## src/rtl/dvp_pkg.sv

```systemverilog
// Shared definitions for the DVP frame emitter: FSM state codes, pattern
// selector encodings and the colour-bar palette.
package dvp_pkg;

  typedef logic [2:0] state_t;

  localparam state_t ST_IDLE   = 3'd0;
  localparam state_t ST_VSYNC  = 3'd1;
  localparam state_t ST_VBACK  = 3'd2;
  localparam state_t ST_ACTIVE = 3'd3;
  localparam state_t ST_VFRONT = 3'd4;

  typedef enum logic [1:0] {
    PAT_BARS  = 2'd0,
    PAT_RAMP  = 2'd1,
    PAT_SOLID = 2'd2,
    PAT_CHECK = 2'd3
  } pattern_e;

  localparam logic [15:0] RGB_WHITE   = 16'hFFFF;
  localparam logic [15:0] RGB_YELLOW  = 16'hFFE0;
  localparam logic [15:0] RGB_CYAN    = 16'h07FF;
  localparam logic [15:0] RGB_GREEN   = 16'h07E0;
  localparam logic [15:0] RGB_MAGENTA = 16'hF81F;
  localparam logic [15:0] RGB_RED     = 16'hF800;
  localparam logic [15:0] RGB_BLUE    = 16'h001F;
  localparam logic [15:0] RGB_BLACK   = 16'h0000;

  function automatic logic [15:0] bar_colour(input logic [2:0] idx);
    logic [15:0] c;
    case (idx)
      3'd0:    c = RGB_WHITE;
      3'd1:    c = RGB_YELLOW;
      3'd2:    c = RGB_CYAN;
      3'd3:    c = RGB_GREEN;
      3'd4:    c = RGB_MAGENTA;
      3'd5:    c = RGB_RED;
      3'd6:    c = RGB_BLUE;
      default: c = RGB_BLACK;
    endcase
    return c;
  endfunction

endpackage

```

## src/rtl/dvp_pattern_gen.sv

```systemverilog
// Combinational RGB565 pixel source: colour bars, ramp, solid colour or
// checkerboard, selected by the per-frame latched pattern code.
module dvp_pattern_gen
  import dvp_pkg::*;
#(
  parameter int H_ACTIVE = 640
) (
  input  logic [15:0] x,
  input  logic [15:0] y,
  input  pattern_e    sel,
  input  logic [15:0] solid_rgb,
  output logic [15:0] rgb
);

  logic [2:0] bar;
  logic       chk;

  always_comb begin
    bar = 3'((32'(x) * 32'd8) / 32'(H_ACTIVE));
    // 16-pixel squares: only bit 4 of x^y matters
    chk = |((x ^ y) & 16'h0010);
    case (sel)
      PAT_BARS:  rgb = bar_colour(bar);
      PAT_RAMP:  rgb = {x[8:4], x[8:3], x[8:4]};
      PAT_SOLID: rgb = solid_rgb;
      PAT_CHECK: rgb = chk ? 16'hFFFF : 16'h0000;
      default:   rgb = 16'h0000;
    endcase
  end

endmodule

```

## src/rtl/dvp_frame_emitter.sv

```systemverilog
// OV7670-style DVP transmitter: VSYNC/HREF framing with an RGB565 byte
// stream (high byte first), one byte per slot of CLK_DIV clocks.
//
// state     | meaning
// IDLE      | no framing, outputs quiet, waiting for enable
// VSYNC     | VS_LINES line periods with dvp_vsync high
// VBACK     | V_BACK blank line periods before the first active line
// ACTIVE    | V_ACTIVE lines: 2*H_ACTIVE bytes with HREF, then H_BLANK idle
// VFRONT    | V_FRONT blank line periods, frame counted at the end
module dvp_frame_emitter
  import dvp_pkg::*;
#(
  parameter int H_ACTIVE = 640,
  parameter int V_ACTIVE = 480,
  parameter int H_BLANK  = 144,
  parameter int VS_LINES = 3,
  parameter int V_BACK   = 17,
  parameter int V_FRONT  = 10,
  parameter int CLK_DIV  = 2
) (
  input  logic        clk,
  input  logic        rst,
  input  logic        enable,
  input  logic [1:0]  pattern_sel,
  input  logic [15:0] solid_rgb,
  output logic        dvp_vsync,
  output logic        dvp_href,
  output logic [7:0]  dvp_data,
  output logic        dvp_pclk_en,
  output logic [15:0] frame_count,
  output logic        busy
);

  localparam int LINE_SLOTS = 2 * H_ACTIVE + H_BLANK;
  localparam int SLOT_W     = (LINE_SLOTS > 1) ? $clog2(LINE_SLOTS) : 1;
  localparam int MAX_AB     = (VS_LINES > V_BACK) ? VS_LINES : V_BACK;
  localparam int MAX_CD     = (V_ACTIVE > V_FRONT) ? V_ACTIVE : V_FRONT;
  localparam int LINE_MAX   = (MAX_AB > MAX_CD) ? MAX_AB : MAX_CD;
  localparam int LINE_W     = (LINE_MAX > 1) ? $clog2(LINE_MAX) : 1;
  localparam int DIV_W      = (CLK_DIV > 1) ? $clog2(CLK_DIV) : 1;

  state_t              state_q, state_d;
  logic [DIV_W-1:0]    div_q, div_d;
  logic [SLOT_W-1:0]   slot_q, slot_d;
  logic [LINE_W-1:0]   line_q, line_d;
  logic [15:0]         fcount_q, fcount_d;
  pattern_e            sel_q, sel_d;
  logic [15:0]         solid_q, solid_d;

  logic                slot_end, line_end, region_end, start_frame;
  logic [LINE_W-1:0]   region_last;
  logic [15:0]         pix_rgb;

  always_comb begin
    case (state_q)
      ST_VSYNC:  region_last = LINE_W'(VS_LINES - 1);
      ST_VBACK:  region_last = LINE_W'(V_BACK - 1);
      ST_ACTIVE: region_last = LINE_W'(V_ACTIVE - 1);
      ST_VFRONT: region_last = LINE_W'(V_FRONT - 1);
      default:   region_last = '0;
    endcase
  end

  always_comb begin
    state_d     = state_q;
    div_d       = div_q;
    slot_d      = slot_q;
    line_d      = line_q;
    fcount_d    = fcount_q;
    sel_d       = sel_q;
    solid_d     = solid_q;
    start_frame = 1'b0;

    slot_end   = (state_q != ST_IDLE) && (div_q == DIV_W'(CLK_DIV - 1));
    line_end   = slot_end && (slot_q == SLOT_W'(LINE_SLOTS - 1));
    region_end = line_end && (line_q == region_last);

    if (state_q == ST_IDLE) begin
      start_frame = enable;
    end else begin
      div_d = slot_end ? '0 : div_q + DIV_W'(1);
      if (slot_end) slot_d = line_end ? '0 : slot_q + SLOT_W'(1);
      if (line_end) line_d = region_end ? '0 : line_q + LINE_W'(1);
      if (region_end) begin
        case (state_q)
          ST_VSYNC:  state_d = ST_VBACK;
          ST_VBACK:  state_d = ST_ACTIVE;
          ST_ACTIVE: state_d = ST_VFRONT;
          ST_VFRONT: begin
            fcount_d = fcount_q + 16'd1;
            if (enable) start_frame = 1'b1;
            else        state_d     = ST_IDLE;
          end
          default:   state_d = ST_IDLE;
        endcase
      end
    end

    // Pattern controls are frozen for the whole frame at VSYNC entry
    if (start_frame) begin
      state_d = ST_VSYNC;
      div_d   = '0;
      slot_d  = '0;
      line_d  = '0;
      sel_d   = pattern_e'(pattern_sel);
      solid_d = solid_rgb;
    end
  end

  always_ff @(posedge clk) begin
    if (rst) begin
      state_q  <= ST_IDLE;
      div_q    <= '0;
      slot_q   <= '0;
      line_q   <= '0;
      fcount_q <= '0;
      sel_q    <= PAT_BARS;
      solid_q  <= '0;
    end else begin
      state_q  <= state_d;
      div_q    <= div_d;
      slot_q   <= slot_d;
      line_q   <= line_d;
      fcount_q <= fcount_d;
      sel_q    <= sel_d;
      solid_q  <= solid_d;
    end
  end

  dvp_pattern_gen #(.H_ACTIVE(H_ACTIVE)) u_pattern (
    .x         (16'(slot_q >> 1)),
    .y         (16'(line_q)),
    .sel       (sel_q),
    .solid_rgb (solid_q),
    .rgb       (pix_rgb)
  );

  // Outputs decode registered position only, so they move solely on slot starts
  always_comb begin
    busy        = (state_q != ST_IDLE);
    dvp_vsync   = (state_q == ST_VSYNC);
    dvp_pclk_en = busy && (div_q == '0);
    dvp_href    = (state_q == ST_ACTIVE) && (32'(slot_q) < 32'(2 * H_ACTIVE));
    dvp_data    = 8'h00;
    if (dvp_href) dvp_data = slot_q[0] ? pix_rgb[7:0] : pix_rgb[15:8];
    frame_count = fcount_q;
  end

endmodule

```

## config.mk

```make
export PLATFORM = sky130hd
export DESIGN_NAME = dvp_frame_emitter
export DESIGN_NICKNAME = d
export VERILOG_FILES = /design/src/rtl/dvp_pkg.sv /design/src/rtl/dvp_pattern_gen.sv /design/src/rtl/dvp_frame_emitter.sv
export SDC_FILE = /design/constraint.sdc
export NUM_CORES = 1
export LEC_CHECK = 0
export CAP_MARGIN = 20
export CORE_UTILIZATION = 60
export DETAILED_ROUTE_END_ITERATION = 16
export PLACE_DENSITY = 0.86
export SETUP_SLACK_MARGIN = 0.1
export SLEW_MARGIN = 20
export SYNTH_ARGS = -nofsm -noshare
export SYNTH_HDL_FRONTEND = slang
export SYNTH_SLANG_ARGS = --single-unit
```

## constraint.sdc

```tcl
create_clock -name clk -period 6.33 [get_ports clk]
set_clock_uncertainty 0.1 [all_clocks]
set_input_delay 0.9495 -clock clk [delete_from_list [all_inputs] [get_ports clk]]
set_output_delay 0.9495 -clock clk [all_outputs]
set_load 0.02 [all_outputs]
```

**Yosys cells after proc, flatten, opt, wreduce, memory -nomap -nowiden**

Cells that the tools add are included.

- Add/sub/neg operators: 4
- Multipliers: 0
- Div/mod/pow operators: 1
- Magnitude comparators: 1
- Eq/ne operators: 18
- Shift operators: 0
- Muxes and demuxes: 18
- Bitwise logic cells: 3
- Reductions and logical operators: 16

Operators with widths:

| kind | number |
|---|---|
| $pmux W16 S7 | 1 |
| $pmux W16 S4 | 1 |
| $pmux W9 S4 | 1 |
| $div A13 B10 Y32 const B | 1 |
| $add A16 B1 Y16 const B | 1 |
| $mux W16 | 1 |
| $mux W8 | 2 |
| $eq A3 B2 Y1 const B | 4 |
| $eq A3 B3 Y1 const B | 4 |
| $pmux W3 S4 | 1 |
| $add A11 B1 Y11 const B | 1 |
| $eq A11 B11 Y1 const B | 1 |
| $lt A11 B11 Y1 const B | 1 |
| $mux W11 | 1 |
| $add A9 B1 Y9 const B | 1 |
| $eq A9 B9 Y1 | 1 |
| $mux W9 | 1 |
| $reduce_and A3 Y1 | 3 |
| $mux W1 | 8 |
| $eq A3 B1 Y1 const B | 2 |
| $logic_not A3 Y1 | 2 |
| $logic_and A1 B1 Y1 | 5 |
| $xor A5 B5 Y5 | 1 |
| $eq A2 B2 Y1 const B | 2 |
| 11 further kinds | 14 |

- Flip-flop bits (word level): 58
- Latch bits: 0
- Memory bits (writable): 0
- Memory bits (read-only): 0
- Output and inout port bits: 28
- Word-level logic and storage cells: 69
- Memories: 0

**Logic depth before layout (Yosys ltp)**

Gate-level depths: netlist of run 1.

- Word-level depth: 8
- Depth in mapped cells: 13

**Modules after synthesis**

From an unflattened synthesis of run 1, not the netlist that was laid out.

- Cell total of the unflattened synthesis: 543
- Area total of the unflattened synthesis: 4,398.0 um^2

By module, submodules not included:

| module | instances | cells an instance | area each (um^2) | seq. area each (um^2) |
|---|---|---|---|---|
| dvp_frame_emitter | 1 | 346 | 2,987.9 | 1,161.1 |
| dvp_pattern_gen | 1 | 197 | 1,410.1 | 0.0 |

**Worst setup path after synthesis of run 1**

Ideal clock, no wire load.

- Path type: reg-to-output
- Start: reg slot_q[8]
- End: out dvp_data[0]
- Arrival: 3.198 ns
- Required time: 5.280 ns
- Slack: 2.082 ns
- Cell stages (with the launch flop): 14
- Buffers on the path: 3
- Path through: dfxtp_1 -> buf_2 -> buf_1 -> nor2_1 -> inv_1 -> ha_1 -> o21bai_1 -> a222oi_1 -> clkbuf_1 -> nand2_1 -> a221o_1 -> a221oi_2 -> a211oi_2 -> o31ai_1

- Longest elaborated chain between the ends: 6

RTL lines:

| item | line | text |
|---|---|---|
| start: declaration | dvp_frame_emitter.sv:44 | `logic [SLOT_W-1:0] slot_q, slot_d;` |
| start signal: assignment | dvp_frame_emitter.sv:122 | `slot_q <= slot_d;` |
| $div A13 B10 Y32 | dvp_pattern_gen.sv:19 | `bar = 3'((32'(x) * 32'd8) / 32'(H_ACTIVE));` |
| $eq A3 B3 Y1 (tied with other cells) | dvp_pkg.sv:31 | `case (idx)` |
| $pmux W16 S7 | dvp_pkg.sv:31 |  |
| $pmux W16 S4 | dvp_pattern_gen.sv:22 | `case (sel)` |
| $mux W8 | dvp_frame_emitter.sv:145 | `if (dvp_href) dvp_data = slot_q[0] ? pix_rgb[7:0] : pix_rgb[15:8];` |
| $mux W8 * | dvp_frame_emitter.sv:145 |  |
| end: declaration | dvp_frame_emitter.sv:28 | `output logic [7:0] dvp_data,` |

Every way passes the cells marked *; elsewhere a longest branch is shown, timed or not.

**Worst setup path in the final report of run 1**

- Start: reg slot_q[9]
- End: out dvp_data[2]

Same word-level chain as after synthesis.

==> flow_summary.yaml, run 1 <==
status:
  status: "finished, final reports clean"
clock_tree:
  cts_tree: "yes"
  cts_buffers: 9
  ctsLongestPathBuffers: 2
  cts_setup_buffers: 0
  h-tree-depth: 3
  clkTransAtPathRegs_ns: 0.07
  cts_resized: 0
  root_buffer: "clkbuf_8"
  cts_sinks: 58
  cts_hold_buf: 0
  clk_latency_ns: 0.34
sta:
  fmax_mhz: 194
  max_slew_margin_pct: 41.4
  setup_violations: 0
  period_share_pct: 81.4
  setup_slack_ns: 1.18
  rsz0062_at_grt: "no"
  hold_ws_ns: 0.400
  maxSlewViolCount: 0
  worst_pin_slew_ns: 0.876
  setup_tns_ns: 0
  fin_crit_ns: 5.15
  hold_viol: 0
setup_path:
  crit_required_ns: 5.28
  cp.arrival_ns: 4.10
  cp-start-kind: "flop"
  slowest_stage: "dfxtp_1"
  worstPathMaxFanout: 23
  max_stage_delay_ns: 0.83
  timing.rr.end: "line_q[2]"
  setup.worst_path.class: "reg -> out"
  timing.rr.start: "slot_q[7]"
  worstSetupEndpointType: "output pin"
  reg2reg_depth: 6
  r2r_setup_slack_ns: 2.69
  cp_cell_sequence: "nor2_1 -> inv_1 -> ha_1 -> o21bai_1 -> a222oi_1 -> buf_4 -> nand2_1 -> a221o_1 -> a221oi_2 -> a211oi_2 -> o31ai_1 -> clkdlybuf4s50_1"
global_route:
  grt_start_max_net_pins: 40
  grt_pass1_vias: 3150
  grt-ovfl-total: 0
  grt_usage_pct: 30.7
  antenna_found_initial: 0
  grt_pass1_wl_um: 15000
routing:
  finalWirelength_um: 9020
  ant_nets: 0
  drcViolationCount: 0
  routedWlPerCell_um: 16.6
  num_vias: 3421
  drtPass1Iterations: 5
  vias_per_cell: 6.29
  first_iter_violations: 217
hold_path:
  hold_path_depth: 2
  min-delay-start: "solid_q[5]"
  hold_path_class: "reg -> reg"
  hold_end: "solid_q[5]"
layout:
  fin_cells: 544
  nets: 492
  fillers: 457
  antennaDiodeCount: 0
  drive_above_1_share_pct: 7.20
  syn_to_final_growth_pct: 16.4
  fin_area_sq_um: 4150
placement:
  portBuffers: 48
  place.gp.congestion: 0.932
  dp.cells: 528
  dpl_cell_area_sq_um: 3980
  post-dp-hpwl_um: 6180
  pre_cts_ws_ns: 1.58
synthesis:
  yosysUniqueCellTypes: 72
  yosys.area.top_type: "dfxtp_1"
  syn_inst: 438
  yosysTopAreaCellShare_pct: 32.5
  yosys_most_used_dff: "dfxtp_1"
  async_flop_share_pct: 0
  synth_area_leaders: "dfxtp_1, nor2_1, mux2i_1"
  synth.avg_cell_area_sq_um: 8.15
  yosysSeqAreaShare_pct: 32.5
  netlist_area_sq_um: 3570
  synth_seq_cells: 58
  synth.most_common_cell: "nor2_1"
  yosys-top-cells-count: "nor2_1, dfxtp_1, nand2_1"
  syn_nets: 463
  yosysWarnings: 0
  synth_edf_count: 0
die:
  die_h_um: 79.1
  rows: 27
  start_util_pct: 63.6
  dieArea_sq_um: 6260
  io-pin-count: 49
  core_sq_um: 5610
  fp.dieW_um: 79.1
power:
  powerDensity_nw_per_um2: 182
  power_leakage_uw: 0.00144
  irDropWorstVdd_mv: 0.137
job:
  drv_cap: 0
final cells by class:
cell class / instances / area [sq um] / area share (%)
clock buffer: 11 / 141 / 3.40
multi-input combinational: 339 / 2200 / 53.0
inverter: 9 / 33.8 / 0.813
clock inverter: 5 / 30.0 / 0.723
sequential: 58 / 1160 / 28.0
tap: 72 / 90.1 / 2.17
timing repair buffer: 50 / 495 / 11.9
registers in the layout (all words and copies together) (netlist names):
signal / cells
slot_q: 11
solid_q: 16
line_q: 9
div_q: 1
state_q: 3
frame_count: 16
sel_q: 2
placed cells by master, fill, tap and decap left out, drive strengths merged, types with 4 or more instances in the layout:
cell type | netlist | layout
nand4 | 11 | 11
nor2 | 67 | 67
or3 | 4 | 4
a31oi | 6 | 6
o31ai | 7 | 7
mux2i | 21 | 21
clkdlybuf4s50 | 0 | 48
nand2 | 42 | 42
xnor2 | 20 | 20
nor3 | 9 | 9
and3 | 4 | 4
clkbuf | 20 | 11
o21ai | 18 | 18
inv | 9 | 9
xor2 | 12 | 12
a211oi | 7 | 7
a21oi | 15 | 15
nand3 | 11 | 11
nor4 | 8 | 8
nor2b | 10 | 10
ha | 4 | 4
o211ai | 8 | 8
and2 | 5 | 5
dfxtp | 58 | 58
cell families after synthesis:
logic type / count (synthesis) / synth area share [%]
flops: 58 / 32.5
compound gates: 91 / 19.0
simple gates: 189 / 26.9
buf+inv: 41 / 5.75
fa+ha+maj: 5 / 1.68
mux: 22 / 6.21
xor+xnor: 32 / 7.85
power breakdown:
part           leakage (uW)  switching [uW]  internal (uW)  total, uW
clock             0.0000851             155            151        305
sequential         0.000470            9.83            374        384
combinational      0.000884            34.2           31.6       65.8
per-layer routing:
metal	up-vias	routed length, um	share of wire (%)	track usage [%]
li1	1629	-	-	-
met1	1630	3890	43	37.8
met2	141	4450	49	51.7
met3	21	538	6.0	7.36
met4	0	148	1.6	11.5
met5	-	0	0	0
critical path: cells and delay by family, from the launching register on:
kind	cells	cell delay [ns]
AOI/OAI and AO/OA	6	1.38
DFF	1	0.83
and+or+nand+nor	2	0.30
buffers and inverters	3	0.97
adders and majority gates	1	0.27
worst max path at each step:
stage,slack (ns),depth (start not counted),start,endpoint
6_report,1.18,12,slot_q[9],dvp_data[2]
3_3_place_gp,1.73,12,slot_q[9],dvp_data[3]
5_1_grt,0.89,12,slot_q[9],dvp_data[4]
3_5_place_dp,1.58,12,slot_q[9],dvp_data[2]
4_1_cts,1.20,12,slot_q[9],dvp_data[2]
2_1_floorplan,2.08,13,slot_q[8],dvp_data[0]
metrics by stage:
step	power (uW)	utilization, %
after global placement	454	71.0
after CTS	755	74.1
after floorplan	434	-
after detailed placement	456	71.0
final	755	74.1
after global routing	779	74.1
Note: power is estimated with default switching activity, not from simulation.
==> run 2: changes to the inputs <==
- CORE_UTILIZATION: 60 -> 55
- PLACE_DENSITY: 0.86 -> 0.8
- clock period: 6.33 -> 4.9 ns (I/O delays scaled with it)
==> run 2 against run 1 <==
Effect of this change: combinational power increased by 28%; via count decreased by 3.5%; global-route usage decreased by 4.8 points; utilization decreased by 4.7 points; critical path depth unchanged; setup slack got worse by 0.76 ns; first-iteration DRC count decreased by 9.7%; sequential power increased by 29%; hold slack got worse by 0.0020 ns; routed wire length decreased by 6.0%; critical endpoint is now dvp_data[1]; largest cell class unchanged; largest power group unchanged.
==> flow_summary.yaml, run 2 (synthesized netlist as in run 1, its figures left out) <==
clock_tree:
  clkTransAtPathRegs_ns: 0.06
  cts_tree: "yes"
  clk_latency_ns: 0.34
  cts_hold_buf: 0
  root_buffer: "clkbuf_8"
  cts_buffers: 9
  cts_resized: 0
  cts_sinks: 58
  h-tree-depth: 3
  cts_setup_buffers: 0
  ctsLongestPathBuffers: 2
sta:
  worst_pin_slew_ns: 0.860
  fmax_mhz: 223
  fin_crit_ns: 4.48
  setup_slack_ns: 0.416
  period_share_pct: 91.5
  setup_violations: 0
  hold_ws_ns: 0.398
  hold_viol: 0
  max_slew_margin_pct: 42.5
  rsz0062_at_grt: "no"
  maxSlewViolCount: 0
  setup_tns_ns: 0
global_route:
  grt_pass1_wl_um: 13500
  grt_usage_pct: 25.9
  grt-ovfl-total: 0
  grt_pass1_vias: 2955
  grt_start_max_net_pins: 23
  antenna_found_initial: 0
layout:
  mostFrequentLayoutCell: "nor2_1"
  drive_above_1_share_pct: 7.79
  multi_input_area_sq_um: 2200
  fillers: 529
  seqCellArea_sq_um: 1160
  antennaDiodeCount: 0
  final_cell_mix: "nor2_1, dfxtp_1, clkdlybuf4s50_1"
  syn_to_final_growth_pct: 18.5
  nets: 495
routing:
  drtPass1Iterations: 4
  num_vias: 3300
  first_iter_violations: 196
  drcViolationCount: 0
  ant_nets: 0
  routedWlPerCell_um: 15.4
  vias_per_cell: 6.00
  finalWirelength_um: 8490
die:
  start_util_pct: 58.5
  rows: 28
  io-pin-count: 49
  fp.dieW_um: 82.6
  die_h_um: 82.6
  core_sq_um: 6100
  dieArea_sq_um: 6810
setup_path:
  worstPathMaxFanout: 9
  cp-startpoint: "slot_q[8]"
  timing.rr.start: "state_q[2]"
  slowest_stage: "clkdlybuf4s50_1"
  worstSetupEndpointType: "output pin"
  cp_cell_sequence: "nor2_1 -> inv_1 -> ha_1 -> o21bai_1 -> a222oi_1 -> buf_4 -> nand2_1 -> a221o_1 -> a221oi_2 -> a211oi_2 -> o31ai_1 -> clkdlybuf4s50_1"
  cp-start-kind: "flop"
  crit_required_ns: 4.07
  max_stage_delay_ns: 0.65
  cp.arrival_ns: 3.65
  setup.worst_path.class: "reg -> out"
power:
  irDropWorstVdd_mv: 0.270
  powerDensity_nw_per_um2: 254
  power_leakage_uw: 0.00148
placement:
  place.gp.congestion: 0.915
  post-dp-hpwl_um: 5990
  portBuffers: 48
  pre_cts_ws_ns: 0.784
job:
  drv_cap: 0
hold_path:
  min-delay-start: "frame_count[1]"
  hold_path_class: "reg -> reg"
status:
  status: "finished, final reports clean"
-- run 2: cell types whose count changed in the layout (fill, tap and decap cells not counted), sizes merged --
| cell | change |
|---|---|
| bufinv | +2 |
| clkinvlp | -1 |
| buf | +3 |
| clkinv | -1 |
-- run 2: critical path: cells and delay by family, from the launching register on --
family	cells	cell delay (ns)
buf+inv	3	0.95
simple gates	2	0.36
compound gates	6	1.36
fa+ha+maj	1	0.33
flops	1	0.31
-- run 2: final timing paths --
path,cells past startpoint,slack [ns],endpoint
setup / recovery,12,0.42,dvp_data[1]
hold / removal,2,0.40,frame_count[1]
setup reg to reg,7,1.48,slot_q[9]
hold reg to reg,2,0.40,frame_count[1]
-- run 2: stage by stage --
step           util (%)  area, sq um  total power, uW  cells
2_1_floorplan         -         3570              561    438
3_3_place_gp       65.8         4010              588    534
3_5_place_dp       65.8         4010              589    534
4_1_cts            69.4         4230             1080    550
5_1_grt            69.4         4230             1110    550
6_report           69.4         4230             1070    550
-- run 2: area by class of cell --
cell class | count | area share, %
multi-input combinational | 339 | 52.1
inverter | 9 | 0.799
timing repair buffer | 53 | 12.3
tap | 75 | 2.22
sequential | 58 | 27.5
clock buffer | 11 | 3.34
clock inverter | 5 | 1.83
-- run 2: report_power, final --
group / switching (uW) / total, uW / internal [uW]
Clock: 196 / 494 / 299
Sequential: 12.0 / 495 / 483
Combinational: 43.5 / 84.4 / 40.8
-- run 2: metal layers --
metal / routed length [um] / vias to the layer above / global-route usage (%)
li1: - / 1630 / -
met1: 3860 / 1558 / 31.7
met2: 4100 / 100 / 44.1
met3: 390 / 12 / 4.07
met4: 138 / 0 / 12.6
met5: 0 / - / 0
==> RTL change 1: new RTL, flow settings as in run 1 <==
Reset style: asynchronous (`rst`), changed in one clocked block.
--- a/src/rtl/dvp_frame_emitter.sv
+++ b/src/rtl/dvp_frame_emitter.sv
@@ -109,3 +109,3 @@
 
-  always_ff @(posedge clk) begin
+  always_ff @(posedge clk or posedge rst) begin
     if (rst) begin
Formal check against the unedited RTL: differs if rst is asserted again (counterexample within 4 cycles, from zero or initial values and one cycle with rst high); with rst held inactive, the same outputs for 10 cycles.
==> RTL change 1 against run 1 <==
- sequential cell count did not move
- clock power rose by 3%
- wire length fell by 8.5%
- total power rose by 9.7%
- worst setup slack improved by 0.46 ns
- non-clock buffer count did not move
- area after synthesis barely moved
- design area rose by 1.2%
- critical path type unchanged
==> RTL change 1: results (changes against run 1) <==
run_status: "finished clean"
synth_compound_area_share_pct: 16.7  # -2.3 points
globalplace.congestion: 0.902  # -3.2%
grt_max_degree: 59  # +48%
path_clk_slew_ns: 0.07  # about the same
drive_gt1_share_pct: 12.3  # +5.1 points
cts_setup_buffers: 0  # unchanged
critPathMaxFanout: 17  # -26%
numCtsBuffers: 9  # unchanged
grt_pass1_vias: 2876  # -8.7%
timing.hold.ws_ns: 0.383  # -0.0172 ns
fin_crit_ns: 4.69  # -0.459 ns
grt_antenna_before_repair: 0  # unchanged
track_usage_pct: 28.8  # -2.0 points
yosys_warnings: 0  # unchanged
routedWlPerCell_um: 16.4  # -0.86%
r2r_setup_slack_ns: 2.96  # +0.27 ns
ys_seq_area_share_pct: 40.7  # +8.1 points
yosys.area_share.adder_pct: 1.40  # -0.28 points
synth_cell_types: 65  # -9.7%
power.static_leakage_nw: 1.84  # +28%
worst_ir_drop_vdd_mv: 0.199  # +46%
drt_iter0_drc: 299  # +38%
vias: 3027  # -12%
cts_max_level: 3  # unchanged
syn_avg_cell_area_sq_um: 9.22  # +13%
synthXorXnorAreaFrac_pct: 6.59  # -1.3 points
synth.area.top_cells: "dfrtp_1 (41%), mux2_2 (6.0%), nand2_1 (3.8%)"
dp_hpwl_um: 5700  # -7.7%
slowest_delay_ns: 0.64  # -0.19 ns
postPlaceCellArea_sq_um: 4020  # +0.91%
io_buffers: 48  # unchanged
layout_commonest_cell: "dfrtp_1"
netlist_top_cells_count: "dfrtp_1 (58), nand2_1 (36), nor2_1 (31), a21oi_1 (20), o21ai_0 (20)"
synthMuxAreaShare_pct: 6.28  # +0.072 points
preCtsSetupSlack_ns: 2.07  # +0.487 ns
dp.cells: 486  # -8.0%
dr.pass1.iters: 5  # unchanged
async_flop_share_pct: 100  # +100 points
clk_path_buf_depth: 2  # unchanged
drtAntennaViolNets: 0  # unchanged
insertion_delay_ns: 0.36  # +0.02 ns
hp-class: "reg -> reg"
synth_nets: 412  # -11%
fillCellCount: 425  # -7.0%
instances_no_fill: 502  # -7.7%
cts_root_buf: "clkbuf_8"
relSlewSlack_pct: 35.5  # -6.0 points
slowest_stage: "clkdlybuf4s50_1"
nNetsFinal: 450  # -8.5%
antenna_cells: 0  # unchanged
grt_pass1_wl_um: 13900  # -7.5%
cts.repair.resized: 0  # unchanged
RTL change 1: cell count changes in the layout (fill, tap and decap cells not counted), sizes merged, moves of 6 or more:
cell	run 1	this run
mux2i	21	1
dfxtp	58	0
a21oi	15	21
mux2	1	19
dfrtp	0	58
nand2b	3	10
nor2	67	32
RTL change 1: kinds of logic (layout without fill, tap and decap cells):
group                    after synthesis  after routing
AO/OA/AOI/OAI                         87             87
XOR/XNOR                              26             26
adder cells (fa/ha/maj)                4              4
buffers and inverters                 35             78
flip-flops                            58             58
multiplexers                          20             20
AND/OR/NAND/NOR                      157            157
RTL change 1: final cells by class:
type / instances / area (sq um) / area share (%)
Sequential cell: 58 / 1450 / 34.5
Timing Repair Buffer: 50 / 495 / 11.8
Multi-Input combinational cell: 294 / 1940 / 46.2
Clock buffer: 10 / 138 / 3.27
Inverter: 12 / 45.0 / 1.07
Clock inverter: 6 / 41.3 / 0.982
Tap cell: 72 / 90.1 / 2.14
RTL change 1: layer usage:
| metal | global-route usage (%) | vias up | share of wire [%] |
|---|---|---|---|
| li1 | - | 1467 | - |
| met1 | 37.6 | 1442 | 43 |
| met2 | 46.9 | 101 | 50 |
| met3 | 7.13 | 17 | 5.4 |
| met4 | 9.09 | 0 | 1.4 |
| met5 | 0 | - | 0 |
RTL change 1: worst paths after layout:
| kind | startpoint | cells after the start | to |
|---|---|---|---|
| max reg2reg | slot_q[0]$_DFFE_PP0P_ | 7 | solid_q[8]$_DFFE_PP0P_ |
| min reg2reg | frame_count[15]$_DFFE_PP0P_ | 1 | frame_count[15]$_DFFE_PP0P_ |
| max in group asynchronous | rst | 3 | line_q[8]$_DFFE_PP0P_ |
| min in group asynchronous | rst | 3 | solid_q[11]$_DFFE_PP0P_ |
| min | frame_count[15]$_DFFE_PP0P_ | 1 | frame_count[15]$_DFFE_PP0P_ |
| max | slot_q[9]$_DFFE_PP0P_ | 10 | dvp_data[1] |
RTL change 1: where the power goes:
part | total (mW) | switching [mW] | internal, mW | leakage (nW)
Clock | 0.314 | 0.162 | 0.152 | 0.0847
Sequential | 0.425 | 0.0351 | 0.390 | 0.749
Combinational | 0.0891 | 0.0463 | 0.0429 | 1.00
RTL change 1: critical path: cells and delay by family, from the launching register on:
family | cells | cell delay, ns
adders and majority gates | 1 | 0.29
AOI/OAI and AO/OA | 3 | 0.94
buffers and inverters | 2 | 0.73
and+or+nand+nor | 4 | 0.78
DFF | 1 | 0.56
==> RTL change 2: new RTL, settings of run 1 <==
Made on the original files. The parameter `V_FRONT` goes from 10 to 5.
--- a/src/rtl/dvp_frame_emitter.sv
+++ b/src/rtl/dvp_frame_emitter.sv
@@ -17,3 +17,3 @@
   parameter int V_BACK   = 17,
-  parameter int V_FRONT  = 10,
+  parameter int V_FRONT  = 5,
   parameter int CLK_DIV  = 2
Function: no difference found for any inputs over 10 cycles, from zero or initial values and one cycle with rst high; that may be too few to reach the edited logic, so the function may still have changed.
==> RTL change 2 against run 1 <==
- wire length decreased by 11%
- area after synthesis is 3.8% lower
- design area is 1.6% lower
- critical path type unchanged
- worst setup slack improved by 0.35 ns
- total power rose by 17%
- sequential cell count unchanged
- highest routed layer unchanged
- global-route usage is 2.2 points lower
==> RTL change 2: results (changes against run 1) <==
r2r_setup_slack_ns: 2.61  # -0.08 ns
track_usage_pct: 28.5  # -2.2 points
preCtsSetupSlack_ns: 1.96  # +0.374 ns
yosys.area_share.adder_pct: 1.46  # -0.23 points
crit_arrival_ns: 3.75  # -0.35 ns
timing.hold.ws_ns: 0.390  # -0.0102 ns
run_status: "finished clean"
dp_hpwl_um: 5640  # -8.7%
postPlaceCellArea_sq_um: 3840  # -3.7%
seq_cell_power_mw: 0.383  # about the same
worst_ir_drop_vdd_mv: 0.207  # +51%
synth.area.top_cells: "dfxtp_1 (34%), nor2_1 (8.4%), mux2i_1 (5.8%)"
endpoint: "dvp_data[0]"
timing.rr.end: "line_q[1]$_SDFFE_PP0P_"
synth_compound_area_share_pct: 17.2  # -1.8 points
synth_cell_types: 58  # -19%
syn_avg_cell_area_sq_um: 7.79  # -4.4%
routedWlPerCell_um: 14.7  # -11%
fmax_mhz: 208  # +7.3%
grt_pass1_vias: 2929  # -7.0%
nNetsFinal: 496  # +0.81%
power.static_leakage_nw: 1.43  # -0.44%
dp.cells: 532  # +0.76%
drt-total-wl_um: 8060  # -11%
combPwrFrac_pct: 7.8  # -0.9 points
drive_gt1_share_pct: 5.67  # -1.5 points
r2r-start: "slot_q[0]$_SDFFE_PP0P_"
[RTL change 2: changes by cell type in the layout (fill, tap and decap cells not counted), moves of 4 or more]
cell,run 1,this run
nor2b_1,10,6
o31ai_1,6,1
xnor2_1,20,16
or3_1,4,10
nand4_1,11,7
nor2_1,67,77
a21oi_1,14,27
nand3_1,10,18
nand2b_1,3,7
[RTL change 2: critical path, cell delays in order, from the launching register on]
cell             delay [ns]
dfxtp_1                0.47
nor2_1                 0.32
inv_1                  0.13
ha_1                   0.36
nor2b_1                0.30
a21boi_0               0.23
nor3_1                 0.22
a21oi_1                0.11
a22oi_1                0.21
o21ai_0                0.17
a211oi_1               0.25
clkdlybuf4s50_1        0.63
[RTL change 2: metrics by stage]
| step | power, mW | util (%) |
|---|---|---|
| after floorplan | 0.438 | - |
| after global placement | 0.457 | 69.7 |
| after detailed placement | 0.459 | 69.7 |
| after CTS | 0.886 | 74.2 |
| after global routing | 0.912 | 74.2 |
| final | 0.881 | 74.2 |
[RTL change 2: routing by layer]
layer | vias up | track usage [%]
met4 | 0 | 10.9
li1 | 1599 | -
met1 | 1541 | 34.6
met3 | 19 | 8.12
met5 | - | 0
met2 | 109 | 47.5
[RTL change 2: cell type report]
cell class	count	area, sq um
fillers	415	1420
multi-input cells	343	2060
clock inverters	6	114
well taps	72	90.1
inverters	10	37.5
flip-flops and latches	58	1160
clock buffers	10	138
repair buffers	49	488
[RTL change 2: logic make-up after synthesis]
group	Yosys count
AO/OA/AOI/OAI	91
AND/OR/NAND/NOR	200
flip-flops	58
buffers and inverters	40
multiplexers	21
adder cells (fa/ha/maj)	4
XOR/XNOR	27
